<file path="src/rtl/apb_master_arb.sv">
// rtl/apb_master_arb.sv - two-requester round-robin APB master with wait-state timeout
//
// Shares one APB bus between requesters 0 and 1. Each granted request is
// turned into an APB transfer (IDLE -> SETUP -> ACCESS). A one-cycle done
// pulse (with err on timeout) and read data go back to the owner.
//
// Ports:
//   pclk, presetn              clock (rising edge), async active-low reset
//   reqN_valid/write/addr/wdata  requester N transfer request (held until done)
//   reqN_done/err/rdata        requester N completion pulse, timeout flag, read data
//   psel, penable, pwrite      APB control
//   paddr, pwdata, prdata      APB address / write data / read data
//   pready                     APB slave ready
module apb_master_arb #(
  parameter int ADDR_W  = 8,
  parameter int DATA_W  = 8,
  parameter int TIMEOUT = 16
) (
  input  logic              pclk,
  input  logic              presetn,
  input  logic              req0_valid,
  input  logic              req0_write,
  input  logic [ADDR_W-1:0] req0_addr,
  input  logic [DATA_W-1:0] req0_wdata,
  output logic              req0_done,
  output logic              req0_err,
  output logic [DATA_W-1:0] req0_rdata,
  input  logic              req1_valid,
  input  logic              req1_write,
  input  logic [ADDR_W-1:0] req1_addr,
  input  logic [DATA_W-1:0] req1_wdata,
  output logic              req1_done,
  output logic              req1_err,
  output logic [DATA_W-1:0] req1_rdata,
  output logic              psel,
  output logic              penable,
  output logic              pwrite,
  output logic [ADDR_W-1:0] paddr,
  output logic [DATA_W-1:0] pwdata,
  input  logic [DATA_W-1:0] prdata,
  input  logic              pready
);

  typedef enum logic [1:0] {
    ST_IDLE   = 2'd0,
    ST_SETUP  = 2'd1,
    ST_ACCESS = 2'd2
  } state_t;

  localparam logic [4:0] TO_LAST = 5'(TIMEOUT - 1);

  state_t            r_state, w_state_nxt;
  logic              r_owner, w_owner_nxt;
  logic              r_last_grant, w_last_grant_nxt;
  logic [4:0]        r_wait_cnt, w_wait_cnt_nxt;

  logic              w_psel_nxt, w_penable_nxt, w_pwrite_nxt;
  logic [ADDR_W-1:0] w_paddr_nxt;
  logic [DATA_W-1:0] w_pwdata_nxt;
  logic              w_done0_nxt, w_done1_nxt, w_err0_nxt, w_err1_nxt;
  logic [DATA_W-1:0] w_rdata0_nxt, w_rdata1_nxt;

  // A requester whose done is high this cycle is still holding valid from the
  // transfer being retired; it must not be granted again on that same cycle.
  logic w_elig0, w_elig1, w_grant1;
  assign w_elig0  = req0_valid & ~req0_done;
  assign w_elig1  = req1_valid & ~req1_done;
  assign w_grant1 = w_elig1 & (~w_elig0 | ~r_last_grant);

  always_comb begin
    w_state_nxt      = r_state;
    w_owner_nxt      = r_owner;
    w_last_grant_nxt = r_last_grant;
    w_wait_cnt_nxt   = r_wait_cnt;
    w_psel_nxt       = psel;
    w_penable_nxt    = penable;
    w_pwrite_nxt     = pwrite;
    w_paddr_nxt      = paddr;
    w_pwdata_nxt     = pwdata;
    w_done0_nxt      = 1'b0;
    w_done1_nxt      = 1'b0;
    w_err0_nxt       = 1'b0;
    w_err1_nxt       = 1'b0;
    w_rdata0_nxt     = req0_rdata;
    w_rdata1_nxt     = req1_rdata;

    case (r_state)
      ST_IDLE: begin
        w_psel_nxt    = 1'b0;
        w_penable_nxt = 1'b0;
        if (w_elig0 || w_elig1) begin
          w_owner_nxt      = w_grant1;
          w_last_grant_nxt = w_grant1;
          w_pwrite_nxt     = w_grant1 ? req1_write : req0_write;
          w_paddr_nxt      = w_grant1 ? req1_addr  : req0_addr;
          w_pwdata_nxt     = w_grant1 ? req1_wdata : req0_wdata;
          w_psel_nxt       = 1'b1;
          w_state_nxt      = ST_SETUP;
        end
      end

      ST_SETUP: begin
        w_penable_nxt  = 1'b1;
        w_wait_cnt_nxt = 5'd0;
        w_state_nxt    = ST_ACCESS;
      end

      ST_ACCESS: begin
        // pready on the last allowed cycle still counts as a normal completion.
        if (pready || (r_wait_cnt == TO_LAST)) begin
          w_psel_nxt    = 1'b0;
          w_penable_nxt = 1'b0;
          w_state_nxt   = ST_IDLE;
          if (r_owner) begin
            w_done1_nxt = 1'b1;
            w_err1_nxt  = ~pready;
            if (pready && !pwrite) w_rdata1_nxt = prdata;
          end else begin
            w_done0_nxt = 1'b1;
            w_err0_nxt  = ~pready;
            if (pready && !pwrite) w_rdata0_nxt = prdata;
          end
        end else begin
          w_wait_cnt_nxt = r_wait_cnt + 5'd1;
        end
      end

      default: begin
        w_psel_nxt    = 1'b0;
        w_penable_nxt = 1'b0;
        w_state_nxt   = ST_IDLE;
      end
    endcase
  end

  always_ff @(posedge pclk or negedge presetn) begin
    if (!presetn) begin
      r_state      <= ST_IDLE;
      r_owner      <= 1'b0;
      r_last_grant <= 1'b1;
      r_wait_cnt   <= 5'd0;
      psel         <= 1'b0;
      penable      <= 1'b0;
      pwrite       <= 1'b0;
      paddr        <= '0;
      pwdata       <= '0;
      req0_done    <= 1'b0;
      req1_done    <= 1'b0;
      req0_err     <= 1'b0;
      req1_err     <= 1'b0;
      req0_rdata   <= '0;
      req1_rdata   <= '0;
    end else begin
      r_state      <= w_state_nxt;
      r_owner      <= w_owner_nxt;
      r_last_grant <= w_last_grant_nxt;
      r_wait_cnt   <= w_wait_cnt_nxt;
      psel         <= w_psel_nxt;
      penable      <= w_penable_nxt;
      pwrite       <= w_pwrite_nxt;
      paddr        <= w_paddr_nxt;
      pwdata       <= w_pwdata_nxt;
      req0_done    <= w_done0_nxt;
      req1_done    <= w_done1_nxt;
      req0_err     <= w_err0_nxt;
      req1_err     <= w_err1_nxt;
      req0_rdata   <= w_rdata0_nxt;
      req1_rdata   <= w_rdata1_nxt;
    end
  end

endmodule

</file>
<file path="config.mk">
export PLATFORM = sky130hd
export DESIGN_NAME = apb_master_arb
export DESIGN_NICKNAME = d
export VERILOG_FILES = /design/src/rtl/apb_master_arb.sv
export SDC_FILE = /design/constraint.sdc
export NUM_CORES = 1
export LEC_CHECK = 0
export BUFFER_PORTS_ARGS = -buffer_cell sky130_fd_sc_hd__buf_2
export CORE_AREA = 4 4 78 80
export CTS_BUF_LIST = sky130_fd_sc_hd__clkbuf_16
export CTS_CLUSTER_SIZE = 24
export DETAILED_ROUTE_END_ITERATION = 10
export DIE_AREA = 0 0 82 84
export GPL_TIMING_DRIVEN = 0
export PLACE_DENSITY = 0.74
export RECOVER_POWER = 100
export SYNTH_ARGS = -nofsm -noshare
export SYNTH_HDL_FRONTEND = slang
export SYNTH_SLANG_ARGS = --single-unit
export TNS_END_PERCENT = 20
</file>
<file path="constraint.sdc">
create_clock -name pclk -period 2 [get_ports pclk]
set_clock_uncertainty 0.1 [all_clocks]
set_input_delay 0 -clock pclk [delete_from_list [all_inputs] [get_ports pclk]]
set_output_delay 0 -clock pclk [all_outputs]
set_load 0.01 [all_outputs]
</file>
Word-level counts from Yosys, hierarchy flattened
Cells that the tools add are included.
- divide/modulo/power cells: 0
- muxes and demuxes: 24
- eq/ne operators: 6
- order comparisons: 0
- bitwise logic cells: 11
- reduce and logical (&&, ||, !) cells: 12
- $add $sub $neg: 1
- multipliers: 0
- shift operators: 0
- operator list (operator ; count):
    8-bit 2-to-1 mux ; 2
    1-bit 2-to-1 mux ; 15
    5-bit case mux with 2 select lines ; 1
    2-bit AND reduction ; 4
    4-bit AND reduction ; 2
    1-bit NOT ; 7
    2-bit inequality test, second input constant ; 3
    2-bit case mux with 3 select lines ; 1
    5-bit by 1-bit adder with 5-bit output, second input constant ; 1
    5-bit by 4-bit equality test with 1-bit output, second input constant ; 1
    5-bit 2-to-1 mux ; 1
    2-bit 2-to-1 mux ; 2
    1-bit bitwise AND ; 3
    1-bit case mux with 3 select lines ; 1
    2-bit by 1-bit equality test with 1-bit output, second input constant ; 1
    2-bit equality test, second input constant ; 1
    2-bit logical NOT ; 1
    1-bit logical OR ; 2
    1-bit case mux with 2 select lines ; 1
    2-bit nonzero test ; 1
    1-bit logical AND ; 1
    1-bit logical NOT ; 1
    1-bit OR ; 1
- output and inout port bits: 39
- bits in latches: 0
- memories kept: 0
- RAM bits: 0
- register bits after elaboration: 48
- input bits: 47
- ROM bits: 0
- word-level logic and storage cells: 69

Logic depth before layout (Yosys ltp)
Gate-level depths: netlist of run 1.
- word-level depth: 6
- depth in mapped cells: 6
- mapped depth without buffers: 6

Least setup slack after synthesis of run 1
OpenSTA, ideal clock, no wires.
- path type: flip-flop to flip-flop
- start point: reg r_wait_cnt[0]
- end point: reg r_wait_cnt[3]
- clock period less this slack: 2.083 ns
- setup slack: -0.083 ns
- arrival time: 1.897 ns
- cell stages (with the launch flop): 7
- buffers on the path: 0
- library setup time: 0.087 ns
- data required time: 1.813 ns
- cell sequence: dfrtp_1 -> ha_1 -> and3_1 -> ha_1 -> or2_2 -> or4_1 -> o211ai_1
- cells in the longest elaborated chain, start to end: 4
- elaborated cells between the ends (all ways): 7
- classes of those cells: add/sub: 1; eq/ne: 2; mux: 2; reduce/logical: 2
- ends and longest elaborated chain (element ; line ; text):
    from (decl) ; 55 ; logic [4:0] r_wait_cnt, w_wait_cnt_nxt;
    from (signal assigned) ; 157 ; r_wait_cnt <= w_wait_cnt_nxt;
    branches (longest 4 deep; another with 5-bit by 1-bit adder with 5-bit output) ; n/a ;
Parallel ways; which one is timed is not known. The select of a mux whose other input is x is not followed.
A chain may end at the register's enable or synchronous reset.

Worst setup path after layout of run 1
- start point: reg r_wait_cnt[1]
- end point: reg r_wait_cnt[3]
The elaborated chain is that of the path after synthesis.

==> flow_summary.toml, run 1 <==
[worst_hold_path]
hold_class = "in -> reg"
hold_path_depth = 4

[global_route]
use_met3_pct = 3.56
grt_pass1_wl_um = 10600
grt_pass1_vias = 2256
gr-usage-all-layers_pct = 19.4
use_met1_pct = 25.5
grt_overflow = 0
busiest_layer = "met2"
grtUsageMet2_pct = 32.5
grt_max_degree = 49
antenna_found_initial = 0

[synth]
seq_area_frac_synth_pct = 51.4
syn-instance-count = 204
avgSynthCellArea_um2 = 11.5
synth_warnings = 0
syn_nets = 253
synth_seq_cells = 48
ys_types = 33
synth_area_mm2 = 0.00234

[placed_design]
detailedPlace.worstSlack_ns = -0.0794
port_buffers = 85
gp_congestion = 0.810
dp.cells = 361
post-dp-hpwl_um = 4320

[finish]
final_util_pct = 61.0
layout-drive-gt1-share_pct = 27.1
diodes = 0
nets = 377
stdcell_count = 401
syn_to_final_growth_pct = 41.0

[clock_tree]
numClockSinks = 48
h-tree-depth = 2
cts_root_buf = "clkbuf_16"
cts_tree = "built"
clk-insertion-delay-late_ns = 0.29
path_clk_slew_ns = 0.07
numCtsBuffers = 5
cts.path.max_buffers = 2

[critical_path]
critPathKind = "reg -> reg"
rr_worst_depth = 6
worstPathMaxFanout = 6
start_kind = "register"
crit_arrival_ns = 2.08
required_ns = 2.10
cp-end-kind = "register"

[routing]
ant_nets = 0
avgViaCountPerCell = 5.57
drtPass1Iterations = 4
drc = 0
drtIter0Drc = 90
routed_wl_um = 6560
wl_per_cell_um = 16.4
vias = 2232

[pwr]
power.total_mw = 4.31
ir_drop_mv = 0.689
p_leak_nw = 1.45
powerDensity_mw_per_mm2 = 1310

[timing]
fmax_ghz = 0.507
fin_crit_ns = 1.97
worst_slack_ns = 0.0268
final_hold_viol_count = 0
post-route-period-util_pct = 98.7
maxSlewViolCount = 0
setup_viol = 0
max_slew_margin_pct = 20.1
rsz0062_at_grt = "true"
worst_pin_slew_ns = 1.20
fin_setup_tns_ns = 0

[run]
max_cap_violations = 0

[floorplan]
die_w_um = 82
start_util_pct = 43.2
dieArea_mm2 = 0.00689
die_y_um = 84
ioPinCount = 86
core_area_mm2 = 0.00541
rows = 27

[run_status]
status = "finished clean"
==> cells in the final DEF, fill, tap and decap left out, types with 3 or more instances in the layout <==
cell and count:
dfrtp_1 47, clkbuf_1 51, a2bb2oi_1 18, and3b_1 18, o21ai_0 22, buf_2 49
dlygate4sd3_1 27, inv_1 5, nor2_1 3, buf_4 5, clkbuf_16 5, a221oi_1 17
mux2_2 16, nand2b_1 6, nand2_1 4
==> synth_stat cells <==
cell	number	area [um^2]
dfrtp_1	47	1180
o21ai_0	22	110
a2bb2oi_1	18	158
and3b_1	18	158
a221oi_1	17	149
mux2_2	16	180
clkbuf_1	13	48.8
nand2b_1	6	37.5
inv_1	5	18.8
buf_2	4	20.0
nand2_1	4	15.0
nor2_1	3	11.3
a21o_1	2	15.0
a21oi_1	2	10.0
ha_1	2	25.0
nand3b_1	2	15.0
nor2b_1	2	12.5
nor3_1	2	10.0
nor4b_1	2	17.5
o2bb2ai_1	2	17.5
o311ai_0	2	17.5
or2_2	2	12.5
a31oi_1	1	6.26
and3_1	1	6.26
clkinv_2	1	5.00
dfstp_2	1	26.3
nand3_1	1	5.00
nor3b_2	1	12.5
o211ai_1	1	7.51
o31a_1	1	8.76
o31ai_1	1	7.51
or4_1	1	7.51
or4b_1	1	10.0
==> final timing paths <==
kind / start / endpoint / slack, ns
setup / recovery: r_wait_cnt[1]$_DFFE_PN0P_ / r_wait_cnt[3]$_DFFE_PN0P_ / 0.03
hold / removal: req1_wdata[4] / pwdata[4]$_DFFE_PN0P_ / 0.08
setup reg to reg: r_wait_cnt[1]$_DFFE_PN0P_ / r_wait_cnt[3]$_DFFE_PN0P_ / 0.03
hold reg to reg: r_last_grant$_DFFE_PN1P_ / r_last_grant$_DFFE_PN1P_ / 0.40
max in group asynchronous: presetn / paddr[6]$_DFFE_PN0P_ / 0.67
min in group asynchronous: presetn / pwdata[2]$_DFFE_PN0P_ / 0.38
==> sequential cells by signal, indices dropped and copies added (netlist names), 2 cells and up <==
register    cells
r_wait_cnt      5
req1_rdata      8
r_state         2
paddr           8
pwdata          8
req0_rdata      8
==> timing repair <==
action | 4_1_cts | 5_1_grt
setup endpoints to repair | 9 | 3
setup buffers | 2 | 3
gates resized for setup | 5 | 2
hold endpoints to repair | 82 | 0
hold buffers | 27 | 0
pin swaps | 0 | 2
gates cloned | 0 | 0
==> critical path: stages, from the launching register on <==
cell and delay (ns):
dfrtp_1 0.39, ha_2 0.20, and3_4 0.19, ha_4 0.17
or2_4 0.25, or4_4 0.48, o211ai_1 0.11
==> routing by layer <==
layer  wire length (um)  part of all wire (%)
met2               3240                    49
met3                485                   7.4
met5                  0                     0
met1               2770                    42
met4                 59                  0.90
==> cells by family (layout without fill, tap and decap cells) <==
family / count (synthesis) / count (layout) / share of synthesized area [%]
AO/OA/AOI/OAI: 69 / 69 / 21.7
adder cells (fa/ha/maj): 2 / 2 / 1.07
buffers and inverters: 23 / 148 / 3.96
flip-flops: 48 / 48 / 51.4
multiplexers: 16 / 16 / 7.71
AND/OR/NAND/NOR: 46 / 46 / 14.1
==> layout make-up <==
cell class | count | area (um^2)
buffer | 17 | 70.1
clock buffer | 5 | 125
clock inverter | 3 | 25.0
fill | 472 | 2110
inverter | 6 | 23.8
multi-input combinational | 133 | 1070
sequential | 48 | 1200
tap | 72 | 90.1
timing repair buffer | 117 | 684
==> through the flow <==
| step | hold WS (ns) | area [um^2] |
|---|---|---|
| final | 0.0821 | 3300 |
| after global routing | 0.0935 | 3300 |
| after CTS | 0.0778 | 3320 |
| after detailed placement | 0.148 | 2860 |
| after global placement | 0.147 | 2860 |
| after floorplan | -0.396 | 2340 |
==> where the power goes <==
part | internal [mW] | switching (mW)
Sequential | 1.39 | 0.261
Combinational | 0.830 | 0.972
Clock | 0.473 | 0.382
Total | 2.70 | 1.62
(Power assumes the default switching activity.)
==> run 2: changes to the inputs <==
CTS_BUF_LIST = unset   (was sky130_fd_sc_hd__clkbuf_16)
REMOVE_ABC_BUFFERS = 1   (was unset)
==> run 2 against run 1 <==
Against the previous run:
- flip-flop and latch count did not move
- worst hold slack got worse by 0.012 ns
- largest power group is now registers
- critical path depth did not move
- utilization fell by 1.8 points
- combinational power fell by 6%
==> flow_summary.toml, run 2 (synthesis results as in run 1) <==
[run_status]
status = "finished clean"

[critical_path]
max_stage_delay_ns = 0.42
required_ns = 2.12
start_kind = "register"
cp-end-kind = "register"
crit_arrival_ns = 2.03
reg2reg_to = "r_wait_cnt[3]$_DFFE_PN0P_"
path_cells = "ha_2 -> and3_4 -> ha_4 -> or2_4 -> or4_1 -> o211ai_1"
crit_slowest_cell = "or4_1"
worstPathMaxFanout = 5
rr_worst_depth = 6
r2r_start = "r_wait_cnt[1]$_DFFE_PN0P_"
r2r_slack_ns = 0.09
critPathKind = "reg -> reg"
crit_start = "r_wait_cnt[1]$_DFFE_PN0P_"

[global_route]
grt_pass1_vias = 2162
grt_pass1_wl_um = 10200
antenna_found_initial = 0
grt_overflow = 0
grt_max_degree = 49
gr-usage-all-layers_pct = 18.6

[placed_design]
post-dp-hpwl_um = 3960
gp_congestion = 0.763
placed_area_mm2 = 0.00278
port_buffers = 85
dp.cells = 344

[clock_tree]
cts_root_buf = "clkbuf_8"
clk-insertion-delay-late_ns = 0.30
path_clk_slew_ns = 0.09
numCtsBuffers = 5
numClockSinks = 48
cts_tree = "built"
h-tree-depth = 2
cts.path.max_buffers = 2

[pwr]
power.total_mw = 4.00
p_leak_nw = 1.40
powerDensity_mw_per_mm2 = 1250
ir_drop_mv = 0.820

[timing]
final_hold_viol_count = 0
post-route-period-util_pct = 95.3
setup_viol = 0
holdWs_ns = 0.0700
worst_pin_slew_ns = 1.16
max_slew_margin_pct = 22.7
fin_crit_ns = 1.91
maxSlewViolCount = 0
fmax_ghz = 0.525
rsz0062_at_grt = "false"

[routing]
drtIter0Drc = 71
vias = 2137
drtPass1Iterations = 4
ant_nets = 0
wl_per_cell_um = 16.8
avgViaCountPerCell = 5.54
routed_wl_um = 6470
drc = 0

[worst_hold_path]
hold_class = "in -> reg"
hp-start = "req1_addr[6]"
hold_path_depth = 4
holdPathEnd = "paddr[6]$_DFFE_PN0P_"

[finish]
fin_area_mm2 = 0.00320
multi_input_area_mm2 = 0.00109
final_cell_mix = "buf_2 (46), dfrtp_1 (45), clkbuf_1 (38), dlygate4sd3_1 (27), o21ai_0 (22)"
seq_area_mm2 = 0.00120
fillers = 472
final_common_cell = "buf_2"
stdcell_count = 386
nets = 362
syn_to_final_growth_pct = 36.8
layout-drive-gt1-share_pct = 28.7
final_util_pct = 59.1
diodes = 0

[floorplan]
dieArea_mm2 = 0.00689
die_y_um = 84
core_area_mm2 = 0.00541
die_w_um = 82
ioPinCount = 86
start_util_pct = 43.2
rows = 27

[run]
max_cap_violations = 0
[run 2: what timing repair did]
item / 4_1_cts / 5_1_grt
hold endpoints to repair: 83 / 0
pin swaps: 0 / 4
hold buffers: 27 / 0
gates resized for setup: 10 / 5
buffers inserted: 2 / 4
endpoints found under the setup margin: 37 / 20
gates cloned: 0 / 1
[run 2: power by group]
| group | leakage (nW) | switching, mW | internal, mW |
|---|---|---|---|
| registers | 0.581 | 0.313 | 1.39 |
| clock network | 0.0404 | 0.338 | 0.248 |
| logic | 0.777 | 0.896 | 0.807 |
[run 2: final cells by class]
class / count / area share [%]
clock buffers: 5 / 2.15
clock inverters: 3 / 0.744
inverters: 6 / 0.705
multi-input cells: 134 / 34.2
flip-flops and latches: 48 / 37.7
well taps: 72 / 2.82
repair buffers: 118 / 21.7
[run 2: stage by stage]
stage               setup TNS (ns)  worst slack (ns)
detailed placement          -10.12            -0.506
global route                     0            0.0166
finish                           0            0.0945
CTS                              0           0.00703
global placement             -9.99            -0.509
floorplan                  -0.0899           -0.0839
[run 2: how the worst max path moves through the flow]
stage          cells after the start                         to  slack [ns]
6_report                           6  r_wait_cnt[3]$_DFFE_PN0P_        0.09
5_1_grt                            6  r_wait_cnt[2]$_DFFE_PN0P_        0.02
4_1_cts                            6  r_wait_cnt[3]$_DFFE_PN0P_       0.007
3_5_place_dp                       4      pwdata[7]$_DFFE_PN0P_       -0.51
3_3_place_gp                       4           psel$_DFFE_PN0P_       -0.51
2_1_floorplan                      6  r_wait_cnt[3]$_DFFE_PN0P_       -0.08
[run 2: routing by layer]
metal	up-vias	share of wire [%]	global-route usage, %
li1	1004	-	-
met1	1032	44	24.0
met2	93	48	30.9
met3	8	7.4	3.89
met4	0	1.1	5.29
met5	-	0	0
[run 2: critical path: cells and delay by family (launching register included)]
kind / cells / cell delay (ns)
adder cells (fa/ha/maj): 2 / 0.36
AND/OR/NAND/NOR: 3 / 0.85
flip-flops: 1 / 0.40
AO/OA/AOI/OAI: 1 / 0.11
==> run 3: changes to the inputs <==
CORE_AREA = 4 4 75 77   (was 4 4 78 80)
DIE_AREA = 0 0 79 81   (was 0 0 82 84)
MAX_ROUTING_LAYER = met4   (was unset)
PLACE_DENSITY = unset   (was 0.74)
PLACE_DENSITY_LB_ADDON = 0.25   (was unset)
clock period = 2.1 ns   (was 2 ns; I/O delays follow)
==> run 3 against run 2 <==
Against the previous run:
- the flow now finishes with violations (setup timing)
- worst hold slack got worse by 0.021 ns
- final cell count fell by 2.3%
- non-clock buffer count fell by 6
- sequential share of layout area rose by 0.88 points
- routed wire length fell by 3.5%
- first-iteration DRC count rose by 61%
- flip-flop and latch count did not move
- critical endpoint unchanged
- highest routed layer unchanged
==> flow_summary.toml, run 3 (synthesis results as in run 1) <==
[global_route]
grt_pass1_vias = 2149
use_met3_pct = 4.66
gr-usage-all-layers_pct = 20.7
grtUsageMet2_pct = 34.4
grt_overflow = 0
grt_pass1_wl_um = 10200
busiest_layer = "met2"
antenna_found_initial = 0
grt_max_degree = 49
use_met1_pct = 25.6

[clock_tree]
h-tree-depth = 2
cts_setup_buffers = 0
path_clk_slew_ns = 0.09
clk-insertion-delay-late_ns = 0.30
cts_tree = "built"
cts.path.max_buffers = 2
numCtsBuffers = 5
numClockSinks = 48
cts_root_buf = "clkbuf_8"

[routing]
vias = 2115
drtIter0Drc = 114
routed_wl_um = 6240
drtPass1Iterations = 4
ant_nets = 0
avgViaCountPerCell = 5.61
wl_per_cell_um = 16.6
drc = 0

[finish]
nets = 355
fillers = 431
final_cell_mix = "buf_2 (46), dfrtp_1 (46), clkbuf_1 (38), dlygate4sd3_1 (27), o21ai_0 (22)"
diodes = 0
syn_to_final_growth_pct = 33.5
layout-drive-gt1-share_pct = 26.1

[timing]
post-route-period-util_pct = 101
fmax_ghz = 0.473
worst_pin_slew_ns = 1.17
fin_setup_tns_ns = -0.0137
rsz0062_at_grt = "true"
final_hold_viol_count = 0
worst_slack_ns = -0.0137
setup_viol = 1
holdWs_ns = 0.0495
max_slew_margin_pct = 22.3
maxSlewViolCount = 0
fin_crit_ns = 2.11

[placed_design]
detailedPlace.worstSlack_ns = -0.481
gp_congestion = 0.825
port_buffers = 85
post-dp-hpwl_um = 3990

[floorplan]
ioPinCount = 86
die_w_um = 79
die_y_um = 81
dieArea_mm2 = 0.00640
start_util_pct = 46.7
core_area_mm2 = 0.00501
rows = 26

[run]
max_cap_violations = 0

[pwr]
p_leak_nw = 1.38
power.share.clock_pct = 14.8
ir_drop_mv = 0.760
switching_share_pct = 38.4
pwr-share-seq_pct = 43.1
powerDensity_mw_per_mm2 = 1210
p_int_mw = 2.32
switchingPower_mw = 1.44
comb_power_share_pct = 42.1

[critical_path]
cp-end-kind = "register"
critPathKind = "reg -> reg"
crit_arrival_ns = 2.22
start_kind = "register"
required_ns = 2.21
worstPathMaxFanout = 6

[run_status]
status = "finished with violations"
violations = "setup timing"

[worst_hold_path]
hold_class = "in -> reg"
## run 3: final cells by class
| class | count | area (um^2) | area share, % |
|---|---|---|---|
| sequential | 48 | 1200 | 38.6 |
| multi-input combinational | 133 | 1060 | 34.1 |
| timing repair buffer | 112 | 648 | 20.8 |
| tap | 70 | 87.6 | 2.81 |
| clock buffer | 6 | 82.6 | 2.65 |
| inverter | 6 | 23.8 | 0.762 |
| clock inverter | 2 | 10.0 | 0.321 |
## run 3: path summary, 6_finish.rpt
kind,to,slack (ns),cells after the start,startpoint
max,r_wait_cnt[3]$_DFFE_PN0P_,-0.01,6,r_wait_cnt[0]$_DFFE_PN0P_
min,pwdata[7]$_DFFE_PN0P_,0.05,4,req1_wdata[7]
max reg2reg,r_wait_cnt[3]$_DFFE_PN0P_,-0.01,6,r_wait_cnt[0]$_DFFE_PN0P_
min reg2reg,psel$_DFFE_PN0P_,0.38,1,psel$_DFFE_PN0P_
max in group asynchronous,req1_done$_DFF_PN0_,0.76,2,presetn
min in group asynchronous,paddr[0]$_DFFE_PN0P_,0.37,2,presetn
## run 3: worst max-delay path: stages, from the launching register on
cell	delay, ns
dfrtp_1	0.43
ha_1	0.24
and3_1	0.19
ha_2	0.21
or2_4	0.28
or4_1	0.46
o211ai_1	0.12
## run 3: power groups by stage
stage / Combinational (mW) / Sequential (mW) / Clock (mW)
2_1_floorplan: 0.851 / 1.74 / 0
3_3_place_gp: 1.61 / 1.60 / 0
3_5_place_dp: 1.64 / 1.61 / 0
4_1_cts: 1.69 / 1.60 / 0.582
5_1_grt: 1.75 / 1.67 / 0.620
6_report: 1.59 / 1.62 / 0.558
## run 3: routing by layer
layer	share of wire [%]	vias to the layer above	routed length, um
met1	42	1024	2640
met4	1.1	0	68
met5	0	-	0
li1	-	989	-
met3	8.6	6	536
met2	48	96	3000
## run 3: what timing repair did
action                                 CTS  global route
gates resized for setup                  4             3
setup endpoints to repair               22            35
endpoints found under the hold margin   84             0
hold buffers                            27             0
## run 3: through the flow
step           instance area, um^2  cells  power, mW  util [%]
2_1_floorplan                 2270    187       2.59         -
3_3_place_gp                  2780    342       3.21      55.5
3_5_place_dp                  2780    342       3.25      55.5
4_1_cts                       3160    377       3.87      63.0
5_1_grt                       3120    377       4.04      62.3
6_report                      3120    377       3.77      62.3
